==> config.mk <==
export PLATFORM = sky130hd
export DESIGN_NAME = pipelined_magnitude_comparator
export DESIGN_NICKNAME = d
export VERILOG_FILES = /design/src/rtl/cmp_pkg.sv /design/src/rtl/cmp_slice_stage.sv /design/src/rtl/pipelined_magnitude_comparator.sv
export SDC_FILE = /design/constraint.sdc
export NUM_CORES = 1
export LEC_CHECK = 0
export ABC_AREA = 1
export CORE_MARGIN = 3
export CORE_UTILIZATION = 59
export DETAILED_ROUTE_END_ITERATION = 16
export PLACE_DENSITY = 0.84
export SLEW_MARGIN = 20
export SYNTH_ARGS = -nofsm -noshare
export SYNTH_HDL_FRONTEND = slang
export SYNTH_HIERARCHICAL = 1
export SYNTH_SLANG_ARGS = --single-unit
==> constraint.sdc <==
create_clock -name clk -period 5.25 [get_ports clk]
set_input_delay 1.3125 -clock clk [delete_from_list [all_inputs] [get_ports clk]]
set_output_delay 1.3125 -clock clk [all_outputs]
set_load 0.03 [all_outputs]
==> src/rtl/cmp_pkg.sv <==
// Shared encodings and sizing helpers for the pipelined comparator.
// Imported by every comparator file.
package cmp_pkg;

    localparam logic CMP_UNSIGNED = 1'b0;
    localparam logic CMP_SIGNED   = 1'b1;

    localparam int FLAG_LT  = 0;
    localparam int FLAG_EQ  = 1;
    localparam int FLAG_GT  = 2;
    localparam int FLAG_LEQ = 3;
    localparam int NFLAGS   = 4;

    // Returns 0 when the split is illegal so the top can refuse it.
    function automatic int nstages(input int w, input int s);
        if (s < 1 || w < s || (w % s) != 0)
            return 0;
        return w / s;
    endfunction

endpackage

==> src/rtl/cmp_slice_stage.sv <==
// One ripple-carry slice of the pipelined subtractor.
// Purely combinational; the parent registers the carry.
module cmp_slice_stage
    import cmp_pkg::*;
#(
    parameter int BITS = 4
) (
    input  logic [BITS-1:0] a,
    input  logic [BITS-1:0] b,
    input  logic            cin,
    output logic [BITS-1:0] sum,
    output logic            cout
);

    logic [BITS:0] c;

    always_comb begin
        c    = '0;
        sum  = '0;
        c[0] = cin;
        for (int i = 0; i < BITS; i++) begin
            sum[i]   = a[i] ^ b[i] ^ c[i];
            c[i+1]   = (a[i] & b[i]) | (c[i] & (a[i] ^ b[i]));
        end
        cout = c[BITS];
    end

endmodule

==> src/rtl/pipelined_magnitude_comparator.sv <==
// Carry-pipelined a-b comparator with lt/eq/gt/leq flags.
// Each stage resolves one slice; the last stage owns the output.
module pipelined_magnitude_comparator
    import cmp_pkg::*;
#(
    parameter int WIDTH      = 16,
    parameter int STAGE_BITS = 4
) (
    input  logic             clk,
    input  logic             rst_n,
    input  logic             in_valid,
    output logic             in_ready,
    input  logic [WIDTH-1:0] a,
    input  logic [WIDTH-1:0] b,
    input  logic             is_signed,
    output logic             out_valid,
    input  logic             out_ready,
    output logic [WIDTH-1:0] diff,
    output logic             lt,
    output logic             eq,
    output logic             gt,
    output logic             leq
);

    localparam int NST = (nstages(WIDTH, STAGE_BITS) < 1) ?
                         1 : nstages(WIDTH, STAGE_BITS);
    localparam int SB  = STAGE_BITS;

    if (nstages(WIDTH, STAGE_BITS) < 1) begin : g_bad_split
        $error("WIDTH must be a positive multiple of STAGE_BITS");
    end

    logic             v_q  [NST];
    logic             c_q  [NST];
    logic             s_q  [NST];
    logic [WIDTH-1:0] a_q  [NST];
    logic [WIDTH-1:0] nb_q [NST];
    logic [WIDTH-1:0] d_q  [NST];
    logic [NST-1:0]   load;
    logic [NFLAGS-1:0] flags_q;

    // A stage can load if it or any stage downstream has a hole,
    // or the consumer drains the output this cycle.
    always_comb begin
        load = '0;
        for (int k = 0; k < NST; k++) begin
            load[k] = out_ready;
            for (int j = k; j < NST; j++)
                if (!v_q[j])
                    load[k] = 1'b1;
        end
    end

    assign in_ready  = load[0];
    assign out_valid = v_q[NST-1];
    assign diff      = d_q[NST-1];
    assign lt        = flags_q[FLAG_LT];
    assign eq        = flags_q[FLAG_EQ];
    assign gt        = flags_q[FLAG_GT];
    assign leq       = flags_q[FLAG_LEQ];

    for (genvar k = 0; k < NST; k++) begin : g_stage
        logic [WIDTH-1:0] src_a;
        logic [WIDTH-1:0] src_nb;
        logic [WIDTH-1:0] src_d;
        logic             src_c;
        logic             src_s;
        logic             src_v;
        logic [SB-1:0]    sum;
        logic             cout;
        logic [WIDTH-1:0] nxt_d;

        if (k == 0) begin : g_head
            assign src_a  = a;
            assign src_nb = ~b;
            assign src_d  = '0;
            assign src_c  = 1'b1;
            assign src_s  = is_signed;
            assign src_v  = in_valid;
        end else begin : g_body
            assign src_a  = a_q[k-1];
            assign src_nb = nb_q[k-1];
            assign src_d  = d_q[k-1];
            assign src_c  = c_q[k-1];
            assign src_s  = s_q[k-1];
            assign src_v  = v_q[k-1];
        end

        cmp_slice_stage #(
            .BITS(SB)
        ) u_slice (
            .a   (src_a[k*SB +: SB]),
            .b   (src_nb[k*SB +: SB]),
            .cin (src_c),
            .sum (sum),
            .cout(cout)
        );

        assign nxt_d = src_d | (WIDTH'(sum) << (k * SB));

        always_ff @(posedge clk or negedge rst_n) begin
            if (!rst_n) begin
                v_q[k]  <= 1'b0;
                c_q[k]  <= 1'b0;
                s_q[k]  <= 1'b0;
                a_q[k]  <= '0;
                nb_q[k] <= '0;
                d_q[k]  <= '0;
            end else if (load[k]) begin
                v_q[k] <= src_v;
                if (src_v) begin
                    c_q[k]  <= cout;
                    s_q[k]  <= src_s;
                    a_q[k]  <= src_a;
                    nb_q[k] <= src_nb;
                    d_q[k]  <= nxt_d;
                end
            end
        end

        if (k == NST - 1) begin : g_tail
            logic              a_msb;
            logic              b_msb;
            logic              d_msb;
            logic              ovf;
            logic              lt_c;
            logic              eq_c;
            logic [NFLAGS-1:0] nxt_f;

            // Signed overflow: operands differ in sign and the
            // result sign disagrees with a.
            always_comb begin
                a_msb = src_a[WIDTH-1];
                b_msb = ~src_nb[WIDTH-1];
                d_msb = nxt_d[WIDTH-1];
                ovf   = (a_msb != b_msb) && (d_msb != a_msb);
                lt_c  = (src_s == CMP_SIGNED) ? (d_msb ^ ovf) : ~cout;
                eq_c  = ~|nxt_d;
                nxt_f = '0;
                nxt_f[FLAG_LT]  = lt_c;
                nxt_f[FLAG_EQ]  = eq_c;
                nxt_f[FLAG_GT]  = ~lt_c & ~eq_c;
                nxt_f[FLAG_LEQ] = lt_c | eq_c;
            end

            always_ff @(posedge clk or negedge rst_n) begin
                if (!rst_n)
                    flags_q <= '0;
                else if (load[k] && src_v)
                    flags_q <= nxt_f;
            end
        end
    end

endmodule

==> reports/results.ini, run 1 <==
[clock_tree]
ctsHtreeMaxLevel = 3
clk_pin_slew_ps = 90
insertion_delay_ps = 360
cts_buffers = 9
clockBufferDepth = 2
clk_root_buffer_cell = clkbuf_8
cts_setup_buffers = 0
clock_sinks = 102
cts_tree = built
cts_resized = 0
hold_buffers = 0

[critical_path]
cp_data_required_time_ps = 3940
r2r-end = flags_q[3]$_DFFE_PN0P_
cp-startpoint = out_ready
arrival_ps = 2770
timing.rr.start = g_stage[3].src_a[12]$_DFFE_PN0P_
crit_path_end = in_ready
rr_worst_depth = 14
critPathLaunchType = primary input
cp_max_fo = 3
r2r_slack_ps = 2560
path_class = primary input to primary output
cp-end-kind = primary output

[place]
finalWeightedCongestion = 0.868
dp_hpwl_um = 5660
place_inst = 657
port_buffers = 58

[yosys]
avgSynthCellArea_um2 = 8.83
synth.distinct_cells = 19
syn_area_mm2 = 0.00462
yosys_warnings = 6
ys_top_cells_by_area = dfrtp_1 55%, nand2_1 17%, nand3_1 7.2%, fa_1 6.9%, inv_1 4.3%
synth.top_cell.area_share_pct = 55.3
synthCells = 523
synth_seq_cells = 102
syn_nets = 576
ys_seq_area_share_pct = 55.3
yosysTopAreaCell = dfrtp_1

[drt]
postRouteAntennaNets = 0
drt-total-wl_um = 7830
viasPerCell = 4.95
vias = 3333
drt_iter0_drc = 177
drc = 0
avgRoutedWirePerCell_um = 11.6
firstDrtPassIters = 4

[timing]
rsz0062_at_grt = false
fin_skew_ps = 7.20
max_freq_ghz = 0.245
setup_viol = 0
tightest_slew_ps = 982
hold_viol_final = 0
period_share_pct = 77.7
slew-limit-headroom_pct = 34.3
setup-tns-final_ps = 0
finalMaxSlewViolations = 0
min_period_ps = 4080

[pwr]
sw_frac_of_total_pct = 39.2
p_per_area_mw_per_mm2 = 526
p_switching_uw = 1110
internal_power_uw = 1730
ir_drop_mv = 0.186
leakagePower_uw = 0.00286
comb_power_share_pct = 37.9
seq_power_share_pct = 44.4
clkPwrFrac_pct = 17.7

[global_routing]
grt_pass1_wl_um = 13700
overflow = 0
grt_max_degree = 73
antenna_found_initial = 0
grt_pass1_vias = 3159
grt_usage_pct = 19.6

[layout]
drive_above_1_share_pct = 4.36
nets = 622
diodes = 0
syn_to_final_growth_pct = 16.9
final_cells = 673

[hold_path]
hold_class = flip-flop to flip-flop

[die]
rows = 31
core_mm2 = 0.00741
die_y_um = 94.5
ios = 59
die_area_mm2 = 0.00892
start_util_pct = 62.3
die_x_um = 94.5

[run]
maxCapViolCount = 0

[status]
outcome = finished, final reports clean

-- layer usage --
layer,up-vias,wire [µm],track usage [%]
li1,1686,-,-
met1,1547,3590,25.7
met2,87,3750,32.6
met3,13,364,2.95
met4,0,124,9.01
met5,-,0,0
-- placed cells by master, fill, tap and decap left out --
master / n
nand3_2: 1
nand2_1: 209
nand2_4: 1
fa_1: 16
clkbuf_8: 11
nand3_1: 66
dfrtp_1: 102
bufinv_16: 1
nand3b_1: 12
a21oi_1: 5
nor2_4: 1
clkinv_4: 2
inv_1: 53
o21ai_0: 4
clkinvlp_4: 1
buf_4: 3
clkbuf_1: 1
nand2_2: 4
clkdlybuf4s50_1: 57
nor2_1: 23
conb_1: 1
-- cell families after synthesis --
| family | count (synthesis) | synth area share, % |
|---|---|---|
| simple gates | 317 | 29.2 |
| flops | 102 | 55.3 |
| buf+inv | 78 | 7.48 |
| fa+ha+maj | 16 | 6.94 |
| compound gates | 9 | 0.976 |
| other cells | 1 | 0.0812 |
-- through the flow --
step                hold WS [ps]  cell area, µm²  total power [µW]  setup slack, ps  utilization, %
floorplan                    442            4620              2040             2050               -
detailed placement           459            5190              2360             1170            70.0
finish                       476            5400              2840             1170            72.8
CTS                          481            5400              2870             1160            72.8
global route                 488            5400              3100             1100            72.8
global placement             455            5190              2310             1190            70.0
-- Yosys cell counts (all sizes together) --
cell / instances
nor2: 24
a21oi: 5
conb: 1
nand3b: 12
o21ai: 4
dfrtp: 102
nand3: 67
inv: 53
clkbuf: 2
fa: 16
buf: 23
nand2: 214
-- state kept, by name, indices dropped and copies added, names as in the netlist --
signal,flops
diff,16
g_stage.src_v,3
g_stage.src_c,3
g_stage.src_a,24
flags_q,4
g_stage.src_nb,24
out_valid,1
g_stage.src_d,24
g_stage.src_s,3
-- power groups by stage --
stage	clock network [µW]	logic [µW]	registers, µW
after CTS	515	1100	1260
after floorplan	0	687	1350
after global placement	0	1050	1260
after global routing	551	1250	1300
final	503	1080	1260
after detailed placement	0	1090	1270
-- worst min path at each step --
stage,from,endpoint,cells past startpoint
global route,g_stage[1].src_a[14]$_DFFE_PN0P_,g_stage[1].src_a[14]$_DFFE_PN0P_,2
global placement,g_stage[1].src_nb[13]$_DFFE_PN0P_,g_stage[1].src_nb[13]$_DFFE_PN0P_,2
finish,g_stage[2].src_a[12]$_DFFE_PN0P_,g_stage[2].src_a[12]$_DFFE_PN0P_,2
CTS,g_stage[1].src_a[14]$_DFFE_PN0P_,g_stage[1].src_a[14]$_DFFE_PN0P_,2
detailed placement,g_stage[2].src_a[11]$_DFFE_PN0P_,g_stage[2].src_a[11]$_DFFE_PN0P_,2
floorplan,g_stage[1].src_a[5]$_DFFE_PN0P_,g_stage[1].src_a[5]$_DFFE_PN0P_,2
-- layout make-up --
type | count | area (µm²)
flip-flops and latches | 102 | 2550
fillers | 562 | 2010
multi-input cells | 343 | 1720
repair buffers | 60 | 593
inverters | 53 | 199
clock buffers | 12 | 155
well taps | 99 | 124
clock inverters | 4 | 55.1
-- worst max-delay path, cell delays in order --
cell and delay [ps]:
clkdlybuf4s50_1 400, inv_1 70, nand2_2 80, nor2_4 140
nand3_2 110, clkdlybuf4s50_1 650
No activity file was read; power rests on OpenSTA's default activity.
==> run 2: changes to the inputs <==
CORE_UTILIZATION = 50   (was 59)
PLACE_DENSITY = 0.76   (was 0.84)
clock period = 3.7 ns   (was 5.25 ns; I/O delays follow)
==> reports/results.ini, run 2 (synthesis results as in run 1) <==
[status]
outcome = finished, final reports clean

[clock_tree]
cts_buffers = 9  ; unchanged
ctsHtreeMaxLevel = 3  ; unchanged
clk_root_buffer_cell = clkbuf_8
clock_sinks = 102  ; unchanged
cts_setup_buffers = 0  ; unchanged
clk_pin_slew_ps = 90  ; about the same
clockBufferDepth = 2  ; unchanged
cts_resized = 0  ; unchanged
cts_tree = built
insertion_delay_ps = 350  ; about the same
hold_buffers = 0  ; unchanged

[die]
core_mm2 = 0.00885  ; +19%
die_y_um = 102  ; +8.1%
start_util_pct = 52.2  ; -10 points
die_x_um = 102  ; +8.1%
ios = 59  ; unchanged
die_area_mm2 = 0.0104  ; +17%
rows = 34  ; +9.7%

[timing]
setup_viol = 0  ; unchanged
tightest_slew_ps = 721  ; -261 ps
min_period_ps = 3270
max_freq_ghz = 0.306
finalMaxSlewViolations = 0  ; unchanged
hold_slack_ps = 478  ; +2.04 ps
fin_skew_ps = 11.6  ; +4.39 ps
setup-tns-final_ps = 0  ; unchanged
rsz0062_at_grt = false
slew-limit-headroom_pct = 52.0  ; +18 points
hold_viol_final = 0  ; unchanged
period_share_pct = 88.4

[global_routing]
grt_pass1_wl_um = 14500  ; +5.3%
grt_usage_pct = 17.3  ; -2.4 points
grt_pass1_vias = 3309  ; +4.7%
antenna_found_initial = 0  ; unchanged
grt_max_degree = 60  ; -18%
overflow = 0  ; unchanged

[place]
place_inst = 672  ; +2.3%
port_buffers = 58  ; unchanged
finalWeightedCongestion = 0.765  ; -12%
dp_hpwl_um = 5760  ; +1.8%

[layout]
diodes = 0  ; unchanged
syn_to_final_growth_pct = 17.3
drive_above_1_share_pct = 5.34  ; +0.99 points
final_cells = 688  ; +2.2%
layout_commonest_cell = nand2_1
layout_common_cells = 209 x nand2_1, 102 x dfrtp_1, 66 x nand3_1
nets = 628  ; +0.96%
fill_cells = 806  ; +43%

[drt]
drc = 0  ; unchanged
postRouteAntennaNets = 0  ; unchanged
vias = 3343  ; +0.30%
firstDrtPassIters = 4  ; unchanged
drt-total-wl_um = 7960  ; +1.7%
viasPerCell = 4.86  ; -1.9%
avgRoutedWirePerCell_um = 11.6  ; -0.54%
drt_iter0_drc = 153  ; -14%

[pwr]
leakagePower_uw = 0.00287  ; +0.29%
ir_drop_mv = 0.266  ; +43%
p_per_area_mw_per_mm2 = 734  ; +40%

[run]
maxCapViolCount = 0  ; unchanged

[critical_path]
path_class = primary input to primary output
cp_max_fo = 3  ; unchanged
cp_data_required_time_ps = 2770  ; -1170 ps
r2r_slack_ps = 1030  ; -1530 ps
cp-end-kind = primary output
arrival_ps = 2340  ; -430 ps
critPathLaunchType = primary input

[hold_path]
hold_class = flip-flop to flip-flop

[run 2: cell types whose count changed in the layout (fill, tap and decap cells not counted)]
| cell | change |
|---|---|
| buf_4 | +6 |
| bufinv_16 | -1 |
| clkbuf_8 | -2 |
| clkinv_2 | +1 |
| clkinvlp_4 | +1 |
| inv_6 | +1 |
[run 2: path summary, 6_finish.rpt]
path	startpoint	to	cells past startpoint
max in group asynchronous	rst_n	g_stage[3].src_d[8]$_DFFE_PN0P_	2
hold / removal	g_stage[1].src_nb[13]$_DFFE_PN0P_	g_stage[1].src_nb[13]$_DFFE_PN0P_	2
setup reg to reg	g_stage[3].src_a[12]$_DFFE_PN0P_	flags_q[3]$_DFFE_PN0P_	14
hold reg to reg	g_stage[1].src_nb[13]$_DFFE_PN0P_	g_stage[1].src_nb[13]$_DFFE_PN0P_	2
min in group asynchronous	rst_n	g_stage[3].src_d[10]$_DFFE_PN0P_	1
setup / recovery	out_ready	in_ready	6
[run 2: layout make-up]
cell class / count / area, µm² / share of cell area [%]
clock buffer: 10 / 128 / 2.36
inverter: 53 / 199 / 3.67
timing repair buffer: 66 / 638 / 11.8
multi-input combinational: 343 / 1720 / 31.7
clock inverter: 6 / 46.3 / 0.855
sequential: 102 / 2550 / 47.1
tap: 108 / 135 / 2.49
[run 2: where the power goes]
group,total [µW],internal (µW),leakage (µW),switching [µW]
sequential,1760,1510,0.00126,248
clock,625,249,0.0000829,377
combinational,1590,608,0.00152,985
total,3980,2370,0.00287,1610
[run 2: routing by layer]
layer	share of wire, %	track usage (%)
met1	48	23.2
met2	46	28.8
met3	4.8	2.80
met4	1.3	5.75
met5	0	0
[run 2: metrics by stage]
step	utilization (%)	instance area [µm²]	setup slack (ps)	power, µW
after floorplan	-	4620	1060	2900
after global placement	59.2	5240	439	3320
after detailed placement	59.2	5240	444	3390
after CTS	61.2	5420	431	4030
after global routing	61.2	5420	396	4350
final	61.2	5420	431	3980
[run 2: worst max-delay path, stage by stage]
cell and delay [ps]:
clkdlybuf4s50_1 400, inv_1 60, nand2_2 70, nor2_4 150
nand3_2 110, clkdlybuf4s50_1 620
==> run 3: changes to the inputs <==
CAP_MARGIN = 20   (was not set)
PLACE_DENSITY = not set   (was 0.76)
PLACE_DENSITY_LB_ADDON = 0.25   (was not set)
SETUP_SLACK_MARGIN = 0.15   (was not set)
==> reports/results.ini, run 3 (synthesis results as in run 1) <==
[timing]
finalMaxSlewViolations = 0  ; unchanged
fin_skew_ps = 9.13  ; -2.46 ps
setup_viol = 0  ; unchanged
max_freq_ghz = 0.307  ; +0.28%
hold_viol_final = 0  ; unchanged
slew-limit-headroom_pct = 49.8  ; -2.2 points
setup_slack_ps = 440  ; +9.00 ps
period_share_pct = 88.1  ; -0.24 points
min_period_ps = 3260  ; -9.00 ps
rsz0062_at_grt = false
setup-tns-final_ps = 0  ; unchanged
tightest_slew_ps = 753  ; +32.8 ps

[layout]
diodes = 0  ; unchanged
fin_area_mm2 = 0.00545  ; +0.55%
syn_to_final_growth_pct = 18.0
nets = 628  ; unchanged
layout_commonest_cell = nand2_1
drive_above_1_share_pct = 5.01  ; -0.34 points
layout_common_cells = 209 x nand2_1, 102 x dfrtp_1, 66 x nand3_1

[place]
finalWeightedCongestion = 0.749  ; -2.1%
dp_hpwl_um = 5740  ; -0.37%
port_buffers = 58  ; unchanged
postPlaceCellArea_mm2 = 0.00524  ; unchanged
pre_cts_slack_ps = 427  ; -16.8 ps

[drt]
vias = 3323  ; -0.60%
firstDrtPassIters = 5  ; +1
drc = 0  ; unchanged
drt-total-wl_um = 8020  ; +0.69%
viasPerCell = 4.84  ; -0.45%
avgRoutedWirePerCell_um = 11.7  ; +0.84%
drt_iter0_drc = 113  ; -26%
postRouteAntennaNets = 0  ; unchanged

[clock_tree]
clk_root_buffer_cell = clkbuf_8
ctsHtreeMaxLevel = 3  ; unchanged
cts_tree = built
hold_buffers = 0  ; unchanged
insertion_delay_ps = 350  ; about the same
clk_pin_slew_ps = 90  ; about the same
cts_resized = 0  ; unchanged
cts_buffers = 9  ; unchanged
clock_sinks = 102  ; unchanged
clockBufferDepth = 2  ; unchanged
cts_setup_buffers = 0  ; unchanged

[status]
outcome = finished, final reports clean

[die]
start_util_pct = 52.2  ; unchanged
die_x_um = 102  ; unchanged
ios = 59  ; unchanged
rows = 34  ; unchanged
core_mm2 = 0.00885  ; unchanged
die_area_mm2 = 0.0104  ; unchanged
die_y_um = 102  ; unchanged

[pwr]
p_per_area_mw_per_mm2 = 748  ; +1.9%
leakagePower_uw = 0.00288  ; +0.58%
ir_drop_mv = 0.285  ; +7.0%
power.total_uw = 4080  ; +2.5%

[global_routing]
antenna_found_initial = 0  ; unchanged
overflow = 0  ; unchanged
grt_max_degree = 62  ; +3.3%
grt_pass1_vias = 3299  ; -0.30%
grt_pass1_wl_um = 14300  ; -0.76%
grt_usage_pct = 17.1  ; -0.14 points

[critical_path]
rr_worst_depth = 14  ; unchanged
critPathLaunchType = primary input
cp-end-kind = primary output
timing.rr.start = g_stage[3].src_a[12]$_DFFE_PN0P_
r2r-end = flags_q[3]$_DFFE_PN0P_
cp-startpoint = out_ready
path_class = primary input to primary output
crit_path_end = in_ready
arrival_ps = 2340  ; about the same
r2r_slack_ps = 1050  ; +20 ps
cp_data_required_time_ps = 2770  ; about the same
cp_max_fo = 3  ; unchanged

[hold_path]
hold_class = flip-flop to flip-flop
worstHoldPathCells = 2  ; unchanged

[run]
maxCapViolCount = 0  ; unchanged

[run 3: changes by cell type in the layout (fill, tap and decap cells not counted)]
cell | before | now
clkinv_4 | 2 | 0
inv_6 | 1 | 0
bufinv_16 | 0 | 2
clkbuf_1 | 1 | 2
clkinvlp_4 | 2 | 1
[run 3: worst max-delay path, stage by stage]
cell and delay (ps):
clkdlybuf4s50_1 390, inv_1 60, nand2_2 80, nor2_4 150, nand3_2 110, clkdlybuf4s50_1 610
[run 3: routing by layer]
layer  vias up  track usage [%]  share of wire [%]
li1       1701                -                  -
met1      1526             22.5                 48
met2        84             28.7                 46
met3        12             3.07                5.1
met4         0             6.26                1.7
met5         -                0                  0
[run 3: how the worst min path moves through the flow]
stage	from	end	slack, ps
floorplan	g_stage[1].src_a[5]$_DFFE_PN0P_	g_stage[1].src_a[5]$_DFFE_PN0P_	440
global route	diff[6]$_DFFE_PN0P_	diff[6]$_DFFE_PN0P_	500
finish	g_stage[2].src_a[11]$_DFFE_PN0P_	g_stage[2].src_a[11]$_DFFE_PN0P_	480
CTS	g_stage[1].src_nb[9]$_DFFE_PN0P_	g_stage[1].src_nb[9]$_DFFE_PN0P_	480
detailed placement	g_stage[1].src_nb[9]$_DFFE_PN0P_	g_stage[1].src_nb[9]$_DFFE_PN0P_	460
global placement	g_stage[1].src_a[12]$_DFFE_PN0P_	g_stage[1].src_a[12]$_DFFE_PN0P_	460
[run 3: layout make-up]
cell class	count	area [µm²]
fillers	814	3400
flip-flops and latches	102	2550
multi-input cells	343	1720
repair buffers	66	638
inverters	53	199
well taps	108	135
clock buffers	11	131
clock inverters	4	72.6
[run 3: power by group]
part           switching, µW  internal (µW)  leakage (µW)
Clock                    354            377     0.0000994
Sequential               240           1510       0.00126
Combinational            983            609       0.00152
Total                   1580           2500       0.00288
[run 3: stage by stage]
step | hold WS [ps] | utilization, % | cells
after detailed placement | 460 | 59.2 | 672
after CTS | 483 | 61.6 | 687
after global routing | 504 | 61.6 | 687
after floorplan | 442 | - | 523
final | 478 | 61.6 | 687
after global placement | 455 | 59.2 | 672
